===== config.mk =====
export PLATFORM = sky130hd
export DESIGN_NAME = demux1x4_fifo_flat
export DESIGN_NICKNAME = d
export VERILOG_FILES = /design/src/rtl/demux1x4_fifo_pkg.sv /design/src/rtl/demux1x4_fifo_if.sv /design/src/rtl/demux1x4_fifo_fifo_canal.sv /design/src/rtl/demux1x4_fifo.sv /design/src/flat_wrapper.sv
export SDC_FILE = /design/constraint.sdc
export NUM_CORES = 1
export LEC_CHECK = 0
export BUFFER_PORTS_ARGS = -buffer_cell sky130_fd_sc_hd__buf_2
export CAP_MARGIN = 20
export CORE_MARGIN = 8
export CORE_UTILIZATION = 40
export CTS_CLUSTER_SIZE = 30
export DETAILED_ROUTE_END_ITERATION = 7
export GPL_TIMING_DRIVEN = 0
export SLEW_MARGIN = 15
export SYNTH_ARGS = -nofsm -noshare
export SYNTH_HDL_FRONTEND = slang
export SYNTH_SLANG_ARGS = --single-unit

===== constraint.sdc =====
create_clock -name clk -period 27.4 [get_ports clk]
set_input_delay 6.85 -clock clk [delete_from_list [all_inputs] [get_ports clk]]
set_output_delay 6.85 -clock clk [all_outputs]
set_load 0.01 [all_outputs]

===== src/rtl/demux1x4_fifo_pkg.sv =====
// Shared definitions for the 1-to-4 result distributor.
//   DATA_W_DEF : default word width
//   DEPTH_DEF  : default entries per channel FIFO
//   N_CANALES  : number of destination channels
//   SEL_W      : width of the destination tag
//   CAN_*      : SEL encoding of each destination
package demux1x4_fifo_pkg;
  localparam int DATA_W_DEF = 32;
  localparam int DEPTH_DEF  = 2;
  localparam int N_CANALES  = 4;
  localparam int SEL_W      = 2;

  localparam logic [SEL_W-1:0] CAN_RF  = 2'b00;
  localparam logic [SEL_W-1:0] CAN_MEM = 2'b01;
  localparam logic [SEL_W-1:0] CAN_IO  = 2'b10;
  localparam logic [SEL_W-1:0] CAN_DBG = 2'b11;
endpackage


===== src/rtl/demux1x4_fifo_if.sv =====
// Bus bundle of the distributor: tagged input stream plus four output channels.
//   SEL/in_data/in_valid/in_ready : input word, destination tag, handshake
//   out_data/out_valid/out_ready  : channel k at slice k of each vector
//   ocup                          : per-channel occupancy, OCC_W bits each
// slave is the distributor side, master is the producer/consumer side.
interface demux1x4_fifo_if
  import demux1x4_fifo_pkg::*;
#(
  parameter int DATA_W = DATA_W_DEF,
  parameter int OCC_W  = 2
);
  logic [SEL_W-1:0]            SEL;
  logic [DATA_W-1:0]           in_data;
  logic                        in_valid;
  logic                        in_ready;
  logic [N_CANALES*DATA_W-1:0] out_data;
  logic [N_CANALES-1:0]        out_valid;
  logic [N_CANALES-1:0]        out_ready;
  logic [N_CANALES*OCC_W-1:0]  ocup;

  modport slave (
    input  SEL, in_data, in_valid, out_ready,
    output in_ready, out_data, out_valid, ocup
  );

  modport master (
    output SEL, in_data, in_valid, out_ready,
    input  in_ready, out_data, out_valid, ocup
  );
endinterface


===== src/rtl/demux1x4_fifo_fifo_canal.sv =====
// Single-channel synchronous FIFO with registered head word.
//   clk, reset : system clock, async active-high reset
//   i_push     : write i_data (ignored when full)
//   i_pop      : drop head word (ignored when empty)
//   o_full     : occupancy == DEPTH
//   o_empty    : occupancy == 0
//   o_occ      : current occupancy
//   o_head     : head word; holds the last head when empty, 0 after reset
module fifo_canal #(
  parameter  int DATA_W = 32,
  parameter  int DEPTH  = 2,
  localparam int PTR_W  = $clog2(DEPTH),
  localparam int OCC_W  = $clog2(DEPTH + 1)
) (
  input  logic              clk,
  input  logic              reset,
  input  logic              i_push,
  input  logic [DATA_W-1:0] i_data,
  input  logic              i_pop,
  output logic              o_full,
  output logic              o_empty,
  output logic [OCC_W-1:0]  o_occ,
  output logic [DATA_W-1:0] o_head
);
  logic [DATA_W-1:0] r_mem [DEPTH];
  logic [PTR_W-1:0]  r_wr_ptr;
  logic [PTR_W-1:0]  r_rd_ptr;
  logic [OCC_W-1:0]  r_occ;
  logic [DATA_W-1:0] r_head;

  logic              w_push;
  logic              w_pop;
  logic [PTR_W-1:0]  w_rd_nxt;

  assign o_full   = (r_occ == OCC_W'(DEPTH));
  assign o_empty  = (r_occ == '0);
  assign w_push   = i_push && !o_full;
  assign w_pop    = i_pop && !o_empty;
  assign w_rd_nxt = r_rd_ptr + PTR_W'(1);

  always_ff @(posedge clk or posedge reset) begin
    if (reset) begin
      for (int i = 0; i < DEPTH; i++) r_mem[i] <= '0;
      r_wr_ptr <= '0;
      r_rd_ptr <= '0;
      r_occ    <= '0;
      r_head   <= '0;
    end else begin
      if (w_push) begin
        r_mem[r_wr_ptr] <= i_data;
        r_wr_ptr        <= r_wr_ptr + PTR_W'(1);
      end
      if (w_pop) r_rd_ptr <= w_rd_nxt;

      if (w_push && !w_pop)      r_occ <= r_occ + OCC_W'(1);
      else if (w_pop && !w_push) r_occ <= r_occ - OCC_W'(1);

      // Head register tracks the entry at the read pointer after this edge.
      // When the FIFO is (or becomes) empty it keeps its old value.
      if (w_push && o_empty)
        r_head <= i_data;
      else if (w_pop && w_push && r_occ == OCC_W'(1))
        r_head <= i_data;  // sole entry leaves while the new word lands behind it
      else if (w_pop && r_occ > OCC_W'(1))
        r_head <= r_mem[w_rd_nxt];
    end
  end

  assign o_occ  = r_occ;
  assign o_head = r_head;
endmodule


===== src/rtl/demux1x4_fifo.sv =====
// Registered 1-to-4 result distributor. Each accepted word is steered by SEL
// into one of four channel FIFOs (register file, memory buffer, I/O, debug).
//   clk, reset : system clock, async active-high reset
//   bus        : slave side of demux1x4_fifo_if (input stream, four outputs)
// in_ready depends only on stored state and SEL, never on out_ready.
module demux1x4_fifo
  import demux1x4_fifo_pkg::*;
#(
  parameter int DATA_W = DATA_W_DEF,
  parameter int DEPTH  = DEPTH_DEF
) (
  input logic             clk,
  input logic             reset,
  demux1x4_fifo_if.slave  bus
);
  localparam int OCC_W = $clog2(DEPTH + 1);

  logic [N_CANALES-1:0]        w_full;
  logic [N_CANALES-1:0]        w_empty;
  logic [N_CANALES-1:0]        w_push;
  logic [OCC_W-1:0]            w_occ  [N_CANALES];
  logic [DATA_W-1:0]           w_head [N_CANALES];
  logic [N_CANALES*OCC_W-1:0]  w_ocup;
  logic [N_CANALES*DATA_W-1:0] w_out_data;

  for (genvar k = 0; k < N_CANALES; k++) begin : g_canal
    assign w_push[k] = bus.in_valid && (bus.SEL == SEL_W'(k)) && !w_full[k];

    fifo_canal #(
      .DATA_W (DATA_W),
      .DEPTH  (DEPTH)
    ) u_fifo (
      .clk     (clk),
      .reset   (reset),
      .i_push  (w_push[k]),
      .i_data  (bus.in_data),
      .i_pop   (bus.out_ready[k]),
      .o_full  (w_full[k]),
      .o_empty (w_empty[k]),
      .o_occ   (w_occ[k]),
      .o_head  (w_head[k])
    );
  end

  always_comb begin
    w_ocup     = '0;
    w_out_data = '0;
    for (int k = 0; k < N_CANALES; k++) begin
      w_ocup[k*OCC_W +: OCC_W]       = w_occ[k];
      w_out_data[k*DATA_W +: DATA_W] = w_head[k];
    end
  end

  assign bus.in_ready  = !w_full[bus.SEL];
  assign bus.out_valid = ~w_empty;
  assign bus.ocup      = w_ocup;
  assign bus.out_data  = w_out_data;
endmodule


===== src/flat_wrapper.sv =====
// flat-port wrapper written by rule: the top's interface ports become plain ports
module demux1x4_fifo_flat import demux1x4_fifo_pkg::*;
#(
  parameter int DATA_W = DATA_W_DEF,
  parameter int DEPTH  = DEPTH_DEF
)
  (clk, reset, bus_SEL, bus_in_data, bus_in_valid, bus_out_ready, bus_in_ready, bus_out_data, bus_out_valid, bus_ocup);
  demux1x4_fifo_if #(.DATA_W(DATA_W), .OCC_W(($clog2(DEPTH + 1)))) bus_i ();
  input logic clk;
  input logic reset;
  input wire logic [$bits(bus_i.SEL)-1:0] bus_SEL;
  input wire logic [$bits(bus_i.in_data)-1:0] bus_in_data;
  input wire logic [$bits(bus_i.in_valid)-1:0] bus_in_valid;
  input wire logic [$bits(bus_i.out_ready)-1:0] bus_out_ready;
  output wire logic [$bits(bus_i.in_ready)-1:0] bus_in_ready;
  output wire logic [$bits(bus_i.out_data)-1:0] bus_out_data;
  output wire logic [$bits(bus_i.out_valid)-1:0] bus_out_valid;
  output wire logic [$bits(bus_i.ocup)-1:0] bus_ocup;
  assign bus_i.SEL = bus_SEL;
  assign bus_i.in_data = bus_in_data;
  assign bus_i.in_valid = bus_in_valid;
  assign bus_i.out_ready = bus_out_ready;
  assign bus_in_ready = bus_i.in_ready;
  assign bus_out_data = bus_i.out_data;
  assign bus_out_valid = bus_i.out_valid;
  assign bus_ocup = bus_i.ocup;
  demux1x4_fifo #(.DATA_W(DATA_W), .DEPTH(DEPTH)) u_core (.clk(clk), .reset(reset), .bus(bus_i));
endmodule

==> results of run 1 <==
[per-stage QoR]
step           cell area, sq um  power [mW]
2_1_floorplan             17210       1.614
3_3_place_gp              18800       1.887
3_5_place_dp              18890       1.911
4_1_cts                   20410       2.546
5_1_grt                   20410       2.672
6_report                  20420       2.515
[Yosys cell counts]
library cell,number,area (sq um)
sky130_fd_sc_hd__nand4b_1,1,8.760
sky130_fd_sc_hd__buf_4,3,22.52
sky130_fd_sc_hd__o21ai_2,1,8.760
sky130_fd_sc_hd__clkbuf_1,69,259.0
sky130_fd_sc_hd__o211a_4,1,17.52
sky130_fd_sc_hd__xor2_1,8,70.07
sky130_fd_sc_hd__buf_6,6,67.56
sky130_fd_sc_hd__mux2_1,6,67.56
sky130_fd_sc_hd__nand2_2,1,6.260
sky130_fd_sc_hd__nand4bb_1,6,67.56
sky130_fd_sc_hd__inv_2,1,3.750
sky130_fd_sc_hd__mux2_2,250,2815
sky130_fd_sc_hd__nand2_1,15,56.30
sky130_fd_sc_hd__a221o_1,128,1281
sky130_fd_sc_hd__buf_1,6,22.52
sky130_fd_sc_hd__nor2_1,131,491.7
sky130_fd_sc_hd__xnor2_1,8,70.07
sky130_fd_sc_hd__o21ai_1,3,15.01
sky130_fd_sc_hd__dfrtp_1,400,10010
sky130_fd_sc_hd__inv_1,21,78.83
sky130_fd_sc_hd__mux4_1,1,26.28
sky130_fd_sc_hd__nor2_2,1,6.260
sky130_fd_sc_hd__o21ai_0,4,20.02
sky130_fd_sc_hd__buf_2,29,145.1
sky130_fd_sc_hd__ha_1,20,250.2
sky130_fd_sc_hd__mux2i_1,128,1281
sky130_fd_sc_hd__o211a_1,3,30.03
sky130_fd_sc_hd__or4b_1,1,10.01
[logic make-up after synthesis]
family                   share of synthesized area, %
adder cells (fa/ha/maj)                         1.454
AO/OA/AOI/OAI                                   7.976
flip-flops                                      58.16
XOR/XNOR                                       0.8143
AND/OR/NAND/NOR                                 3.759
buffers and inverters                           3.483
multiplexers                                    24.35
[metal layers]
metal  track usage [%]  part of all wire, %  vias up
met5                 0                0.017        -
met4             5.289                  2.0        2
met3             4.058                  5.0       60
met2             30.14                   47      236
met1             25.57                   46     5812
li1                  -                    -     5023
[registers in the layout (all words and copies together), names as in the netlist]
signal,flops
u_core.g_canal.u_fifo.r_mem,256
u_core.g_canal.u_fifo.o_occ,8
u_core.g_canal.u_fifo.r_wr_ptr,4
u_core.g_canal.u_fifo.o_head,128
u_core.g_canal.u_fifo.r_rd_ptr,4
[area by class of cell]
type,instances,area (sq um),share of cell area [%]
Clock inverter,16,251.5,1.232
Buffer,113,516.7,2.531
Tap cell,546,683.2,3.346
Clock buffer,61,1275,6.245
Inverter,22,90.09,0.4412
Sequential cell,400,10010,49.03
Multi-Input combinational cell,717,6600,32.33
Antenna cell,1,2.502,0.01226
Timing Repair Buffer,184,988.4,4.841
[power by group]
group | internal [mW] | leakage [nW] | switching, mW
Clock | 0.374 | 0.747 | 0.246
Combinational | 0.441 | 3.97 | 0.420
Sequential | 0.877 | 4.90 | 0.156
Total | 1.69 | 9.62 | 0.823
[path summary, 6_finish.rpt]
path / to / slack (ns) / cells past startpoint / start
max: bus_in_ready / 12.73 / 4 / bus_SEL[1]
min: u_core.g_canal[0].u_fifo.r_mem[24] / 0.49 / 1 / u_core.g_canal[0].u_fifo.r_mem[24]
max reg2reg: u_core.g_canal[3].u_fifo.o_head[11] / 24.49 / 9 / u_core.g_canal[3].u_fifo.o_occ[0]
min reg2reg: u_core.g_canal[0].u_fifo.r_mem[24] / 0.49 / 1 / u_core.g_canal[0].u_fifo.r_mem[24]
max in group asynchronous: u_core.g_canal[1].u_fifo.o_head[12] / 19.52 / 4 / reset
min in group asynchronous: u_core.g_canal[0].u_fifo.r_mem[56] / 6.43 / 2 / reset
[worst register-to-register path, cell delays in order, from the launching register on]
cell                       delay [ns]
sky130_fd_sc_hd__dfrtp_1         0.44
sky130_fd_sc_hd__inv_1           0.09
sky130_fd_sc_hd__ha_1            0.21
sky130_fd_sc_hd__nand4b_1        0.29
sky130_fd_sc_hd__inv_1           0.17
sky130_fd_sc_hd__ha_1            0.16
sky130_fd_sc_hd__nand2_1         0.06
sky130_fd_sc_hd__o21ai_1         0.39
sky130_fd_sc_hd__clkbuf_1        0.72
sky130_fd_sc_hd__a221o_1         0.30
==> results.md, run 1 <==
Routing:
- The starting DRC count in detailed routing is 727.
- Summing over every cut layer, the via total after detailed routing is 11133.
- The detailed-route DRC error count is 0.
- The final antenna-violating net count is 0.
- After detailed routing, the average wire length per cell comes to around 23 microns.
- The iteration count of the initial detailed-routing pass is 5.
- For this block, the routed nets add up to 46880 microns of wire.
- Using the TritonRoute via totals, the vias-per-cell ratio works out to roughly 5.4.

STA:
- Static timing analysis puts the maximum clock frequency at ~0.07 GHz.
- The count of pins over their slew limit is 0.
- The final number of setup-violating endpoints is 0.
- The slack of the critical path is approximately 13 ns.
- For the pin with the worst max-slew slack, the measured transition is approximately 0.96 ns.
- The worst pin sits at a relative slew slack of between 30 and 40%.
- The count of endpoints failing hold in the final timing report is 0.
- The period utilization is between 50% and 60%.
- Across the routed clock network, the largest skew measured is around 0.031 ns.
- For the finished layout, the period the worst path requires is 14.67 ns.
- Setup repair after global routing left no endpoint under its margin.
- The minimum hold slack is 0.4897 ns.
- Summed over all failing endpoints, the final setup total negative slack is 0 ns.

CTS:
- In this run, post-CTS repair resized a total of 0 instances.
- Counting the buffers created by CTS gives 44.
- The CTS tree is yes.
- Clock-pin slew was measured on the worst setup and hold paths at ~0.050 ns.
- The cell sitting at the root of the clock tree is a sky130_fd_sc_hd__clkbuf_16.
- For the worst-skew pair, the clock arrives at the later sink with an insertion delay of about 0.59 ns.
- The number of hold-repair buffers added at the cts stage is 0.
- CTS built an H-tree with a depth of 2.
- Post-CTS timing repair inserted 0 buffers for setup.
- No sink is reached through more buffers than the 3 on the longest clock path.
- CTS saw 400 sinks.

Finish:
- The number of standard cells in the final layout excluding fillers is 2060.
- The library cell used most frequently in the layout, excluding fill and tap cells, is sky130_fd_sc_hd__dfrtp_1.
- The filler cells instantiated in the layout total roughly 3900.
- At the end of the flow, the number of nets in the layout was roughly 1500.
- Leaving out fill and tap cells, the most frequent cells in the layout are sky130_fd_sc_hd__dfrtp_1 (400), sky130_fd_sc_hd__mux2_2 (250), sky130_fd_sc_hd__buf_2 (210).
- At the end of the flow the core is filled with cells to a little under half.
- Of the cells placed in the final design, the portion with a size suffix greater than 1 is a little over a third.
- From synthesis to final layout, the design area changed by 18.64%.

Power:
- The power per cell area is 123.2 mW/mm^2.
- IR analysis of the VDD net gives a maximum drop of 59.44 uV.
- In this run the static leakage power is 9.619 nW.

Synth:
- The synthesized netlist contains 28 unique library cells.
- The sequential share of the synthesized area is 58.16%.
- The warning count from the yosys run is 0.
- The net count of the mapped netlist is 1313.
- After technology mapping, the gate count stands at between 1000 and 1500.
- After synthesis the netlist holds a flip-flop and latch count of 400.
- In this run the cell area of the synthesized design comes to around 0.017 sq mm.
- A synthesized cell averages approximately 14 sq um.

Worst setup path:
- At the worst endpoint, the required time is between 20 and 25 ns.
- The slowest stage cell on the critical path is sky130_fd_sc_hd__mux4_1.
- The critical path launch point type is an input pin.
- The signal arrival time at the worst endpoint is 7.82 ns.
- The highest fanout seen on the critical path is 5.
- For this run, the slowest stage of the critical path takes approximately 0.63 ns.
- The path type of the worst setup path is in -> out.
- The cell type group with the largest total delay on the critical path is multiplexers.
- The type of element capturing the critical path is an output pin.
- Traced cell by cell, the critical path runs through buf_2 -> mux4_1 -> inv_1 -> buf_2.
- Together, buffers and inverters on the worst path number 3.
- The most prevalent standard cell on the critical path is sky130_fd_sc_hd__buf_2.

GRT:
- The total track usage is around a fifth.
- The number of global-route vias before repair is roughly 12000.
- The global-route congestion overflow total is 0.
- The pin count of the biggest net entering global routing is approximately 110.
- The initial antenna violation count is 1.
- The first global-routing pass estimated 72830 microns of wire.

Flow run:
- Across the run, the number of max-cap violations was 0.

Run status:
- The run finished with clean final reports.

Worst hold path:
- The tightest min-delay check is of the reg -> reg type.

Placement:
- After detailed placement, the design holds a cell count of 1982.
- The pre-CTS setup slack is ~13 ns.
- At the end of routability-driven placement, the weighted congestion stood at ~0.78.
- During placement, the flow inserted port buffers numbering about 180.
- The wire-length estimate of the detail-placed layout is between 30000 and 40000 microns.

Floorplan:
- The area of the die is 0.04992 sq mm.
- From left edge to right edge, the die measures roughly 220 microns.
- The total core area is roughly 0.043 sq mm.
- The floorplan has 76 rows.
- From bottom edge to top edge, the die measures 223.4 microns.
- The initial utilization of the core area, before any placement, comes to 40.22%.
- The I/O pin total is 182.
(Power assumes the default switching activity.)
==> run 2: changes to the inputs <==
Settings changed: ABC_AREA from default to 1.
Clock period 27.4 ns to 14.5 ns, I/O delays scaled along.
==> run 2 against run 1 <==
Against the previous run:
- global-route usage increased by 5.0 points
- sequential share of layout area decreased by 1.7 points
- design area increased by 3.5%
- critical path depth increased by 1
- final cell count increased by 44%
- critical path type unchanged
- synthesized cell count increased by 68%
- clock-buffer cell count increased by 8
==> results.md, run 2 <==
Run status:
- The flow ran to the end, and the final reports show no timing, DRC or antenna violations.

Synth:
- The total of flip-flops plus latches after synthesis is 400 (unchanged).
- The number of distinct library cell variants in the gate-level netlist after synthesis is 21 (-25%).
- By instance count, the leading cell after synthesis is sky130_fd_sc_hd__nand2_1.
- The most used flip-flop cell after synthesis is sky130_fd_sc_hd__dfrtp_1.
- Of all cell types, the one taking the most synthesized area is sky130_fd_sc_hd__dfrtp_1.
- The share of synthesized registers carrying an async set or reset came to 100.0% (unchanged).
- The cell count after synthesis was 2106 (+68%).
- The warning count from the yosys run came to 0 (unchanged).
- The fraction of post-synthesis cell area in the top cell type by area came to 56.45% (-1.7 points).
- The combined area of all synthesized cells is 0.01773 sq mm (+3.0%).
- The average size of a mapped cell is 8.419 sq um (-39%).
- By count the netlist is led by sky130_fd_sc_hd__nand2_1 (924), sky130_fd_sc_hd__dfrtp_1 (400), sky130_fd_sc_hd__o21ai_0 (212), sky130_fd_sc_hd__nand3_1 (133), sky130_fd_sc_hd__nand4_1 (128).
- The sequential share of the synthesized area is 56.45% (-1.7 points).
- Ranked by total cell area, the synthesized netlist is headed by sky130_fd_sc_hd__dfrtp_1 (56%), sky130_fd_sc_hd__nand2_1 (20%), sky130_fd_sc_hd__o21ai_0 (6.0%), sky130_fd_sc_hd__nand4_1 (4.5%), sky130_fd_sc_hd__nand3_1 (3.8%).
- The number of synthesized flops with an enable pin was 0 (unchanged).
- The net count of the mapped netlist is 2167 (+65%).

Routing:
- The final antenna-violating net count came to 0 (unchanged).
- In this run the top signal layer used is met4.
- The detailed-route via count came to 15920 (+43%).
- The met2 routed wirelength is 28240 microns (+29%).
- The detail-routed via count per cell is 5.357 (-0.88%).
- The sum of routed wire segments on met1 is 26360 microns (+21%).
- The starting DRC count in detailed routing is 1526 (+110%).
- The detailed-route wire length per cell is 20.61 microns (-9.4%).
- The iteration count of the initial detailed-routing pass is 5 (unchanged).
- The met3 wirelength from detailed routing is 4180 microns (+79%).
- The sum of routed wire length over all layers came to 61250 microns (+31%).
- The detailed-route DRC error count came to 0 (unchanged).

CTS:
- TritonCTS built the clock tree.
- The number of hold-repair buffers added at the cts stage is 0 (unchanged).
- The number of H-tree levels came to 2 (unchanged).
- The clock insertion delay at the later pin of the skew report is 0.58 ns (about the same).
- The number of setup buffers added after CTS is 0 (unchanged).
- The number of buffers on the longest clock path is 3 (unchanged).
- The total clock sinks is 400 (unchanged).
- The clock transition at the registers of the reported paths came to 0.06 ns (about the same).
- The post-cts repair resize count is 0 (unchanged).
- The CTS buffer count was 45 (+2.3%).
- The library cell used as clock root buffer is sky130_fd_sc_hd__clkbuf_16.

STA:
- The count of pins over their slew limit was 0 (unchanged).
- The headroom to the max-slew limit was 41.91% (+5.9 points).
- In the finished design, the share of the clock period the worst path needs comes to between 50% and 60%.
- The final critical-path required period is around 8 ns.
- The count of endpoints failing hold in the final timing report was 0 (unchanged).
- The total negative setup slack is 0 ns (unchanged).
- The measured slew at the worst slew-check pin is 0.8689 ns (-0.09141 ns).
- Derived from the worst setup path, the maximum achievable clock frequency is roughly 0.12 GHz.
- Setup repair after global routing left no endpoint under its margin.
- The final number of setup-violating endpoints was 0 (unchanged).
- The clock skew is 0.01521 ns (-0.01604 ns).

GRT:
- The pin count of the biggest net entering global routing is 37 (-65%).
- The total track usage came to 23.86% (+5.0 points).
- The global-route congestion overflow total was 0 (unchanged).
- The number of global-route vias before repair is 15810 (+33%).
- The global-route wire length before repair is 94060 microns (+29%).
- The initial antenna violation count is 0 (-1).

Power:
- The fraction of power consumed by the clock network came to 24.9% (+0.2 points).
- The combinational share of power came to 34.0% (-0.2 points).
- The peak supply drop is 106.9 uV (+80%).
- The share of total power consumed by net switching is 37.93% (+5.2 points).
- The cell internal power dissipation is 2.862 mW (+69%).
- The sequential fraction of design power is 41.1% (about the same).
- The static power due to leakage came to 10.95 nW (+14%).
- The power per cell area is 218.1 mW/mm^2 (+77%).
- The total design power is 4.611 mW (+83%).
- The switching component of the power is 1.749 mW (+110%).

Floorplan:
- The initial standard-cell utilization of the core is 40.27% (+0.055 points).
- The floorplan die width came to 226.5 microns (+1.4%).
- The die height is 226.5 microns (+1.4%).
- The area of the die was 0.05132 sq mm (+2.8%).
- The total core area is 0.04403 sq mm (+2.9%).
- The I/O pin total was 182 (unchanged).
- The number of core rows came to 77 (+1.3%).

Finish:
- The area added between synthesis and finish is 19.23%.
- The register bank with the most flops is u_core.g_canal.u_fifo.r_mem.
- The number of filler instances in the final layout is 4326 (+12%).
- The total inserted antenna cells is 0 (-1).
- In the layout the commonest cells are sky130_fd_sc_hd__nand2_1 (924), sky130_fd_sc_hd__dfrtp_1 (400), sky130_fd_sc_hd__buf_2 (222).
- The number of flip-flops under the largest register name is 256 (unchanged).
- The share of layout cells above drive strength 1 is 14.75% (-22 points).
- The final net count was 2408 (+56%).
- The library cell used most frequently in the layout, excluding fill and tap cells, is sky130_fd_sc_hd__nand2_1.

Worst setup path:
- The data required time of the critical path was 10.88 ns (-9.67 ns).
- The type of element capturing the critical path is an output pin.
- The worst setup path is of the in -> out kind.
- The signal arrival time at the worst endpoint is 4.47 ns (-3.35 ns).
- The critical path launch point type is an input pin.
- The highest fanout seen on the critical path is 4 (-1).

Worst hold path:
- The class of the most critical hold timing path is reg -> reg.

Placement:
- The weighted congestion at the end of routability-driven global placement came to 0.8651 (+11%).
- The detailed placement HPWL is 44020 microns (+37%).
- The port buffer count was 181 (unchanged).

Flow run:
- The count of maximum capacitance violations is 0 (unchanged).
## run 2: per-stage QoR
step           worst slack (ns)  utilization (%)  cell area [sq um]  std cells  hold WS, ns
4_1_cts                   6.399            48.02              21140       2972       0.4828
2_1_floorplan             5.489                -              17730       2106       0.4529
3_5_place_dp              6.397            44.63              19650       2892       0.4679
5_1_grt                   6.348            48.02              21140       2972       0.4943
3_3_place_gp              3.069            44.02              19380       2879       0.4651
6_report                  6.409            48.02              21140       2972       0.4817
## run 2: final cells by class
| class | count | area, sq um | share of cell area, % |
|---|---|---|---|
| plain buffers | 139 | 663.1 | 3.137 |
| clock buffers | 69 | 1379 | 6.522 |
| clock inverters | 11 | 112.6 | 0.5327 |
| inverters | 66 | 251.5 | 1.190 |
| multi-input cells | 1501 | 6810 | 32.21 |
| flip-flops and latches | 400 | 10010 | 47.35 |
| well taps | 592 | 740.7 | 3.504 |
| repair buffers | 194 | 1174 | 5.552 |
## run 2: cell families after synthesis
family | after synthesis | synth area share (%)
buffers and inverters | 205 | 5.137
AO/OA/AOI/OAI | 263 | 7.889
XOR/XNOR | 13 | 0.6422
AND/OR/NAND/NOR | 1205 | 28.47
flip-flops | 400 | 56.45
adder cells (fa/ha/maj) | 20 | 1.411
## run 2: power groups by stage
| stage | clock (mW) | sequential [mW] | combinational, mW |
|---|---|---|---|
| 2_1_floorplan | 0 | 1.91 | 0.950 |
| 3_3_place_gp | 0 | 1.89 | 1.52 |
| 3_5_place_dp | 0 | 1.90 | 1.57 |
| 4_1_cts | 1.17 | 1.89 | 1.58 |
| 5_1_grt | 1.21 | 1.95 | 1.78 |
| 6_report | 1.15 | 1.89 | 1.57 |
## run 2: final timing paths
check                                                           end                               start  cells past startpoint  slack (ns)
worst min register to register   u_core.g_canal[2].u_fifo.r_mem[61]  u_core.g_canal[2].u_fifo.r_mem[61]                      2        0.48
worst max register to register   u_core.g_canal[3].u_fifo.o_head[2]   u_core.g_canal[3].u_fifo.o_occ[0]                      9       11.46
worst min-delay path             u_core.g_canal[2].u_fifo.r_mem[61]  u_core.g_canal[2].u_fifo.r_mem[61]                      2        0.48
max in group asynchronous       u_core.g_canal[1].u_fifo.o_head[15]                               reset                      6       10.18
min in group asynchronous        u_core.g_canal[3].u_fifo.o_head[4]                               reset                      2        3.10
worst max-delay path                                   bus_in_ready                          bus_SEL[0]                      5        6.41
## run 2: worst max-delay path, stage by stage
cell and delay [ns]:
sky130_fd_sc_hd__buf_2 0.13, sky130_fd_sc_hd__nor2_1 0.32, sky130_fd_sc_hd__o21ai_0 0.18, sky130_fd_sc_hd__nand2_1 0.08, sky130_fd_sc_hd__buf_2 0.12
## run 2: per-layer routing
| layer | global-route usage (%) | up-vias |
|---|---|---|
| met2 | 37.94 | 574 |
| met5 | 0 | - |
| met4 | 10.19 | 0 |
| met3 | 4.268 | 129 |
| met1 | 31.85 | 7855 |
| li1 | - | 7362 |
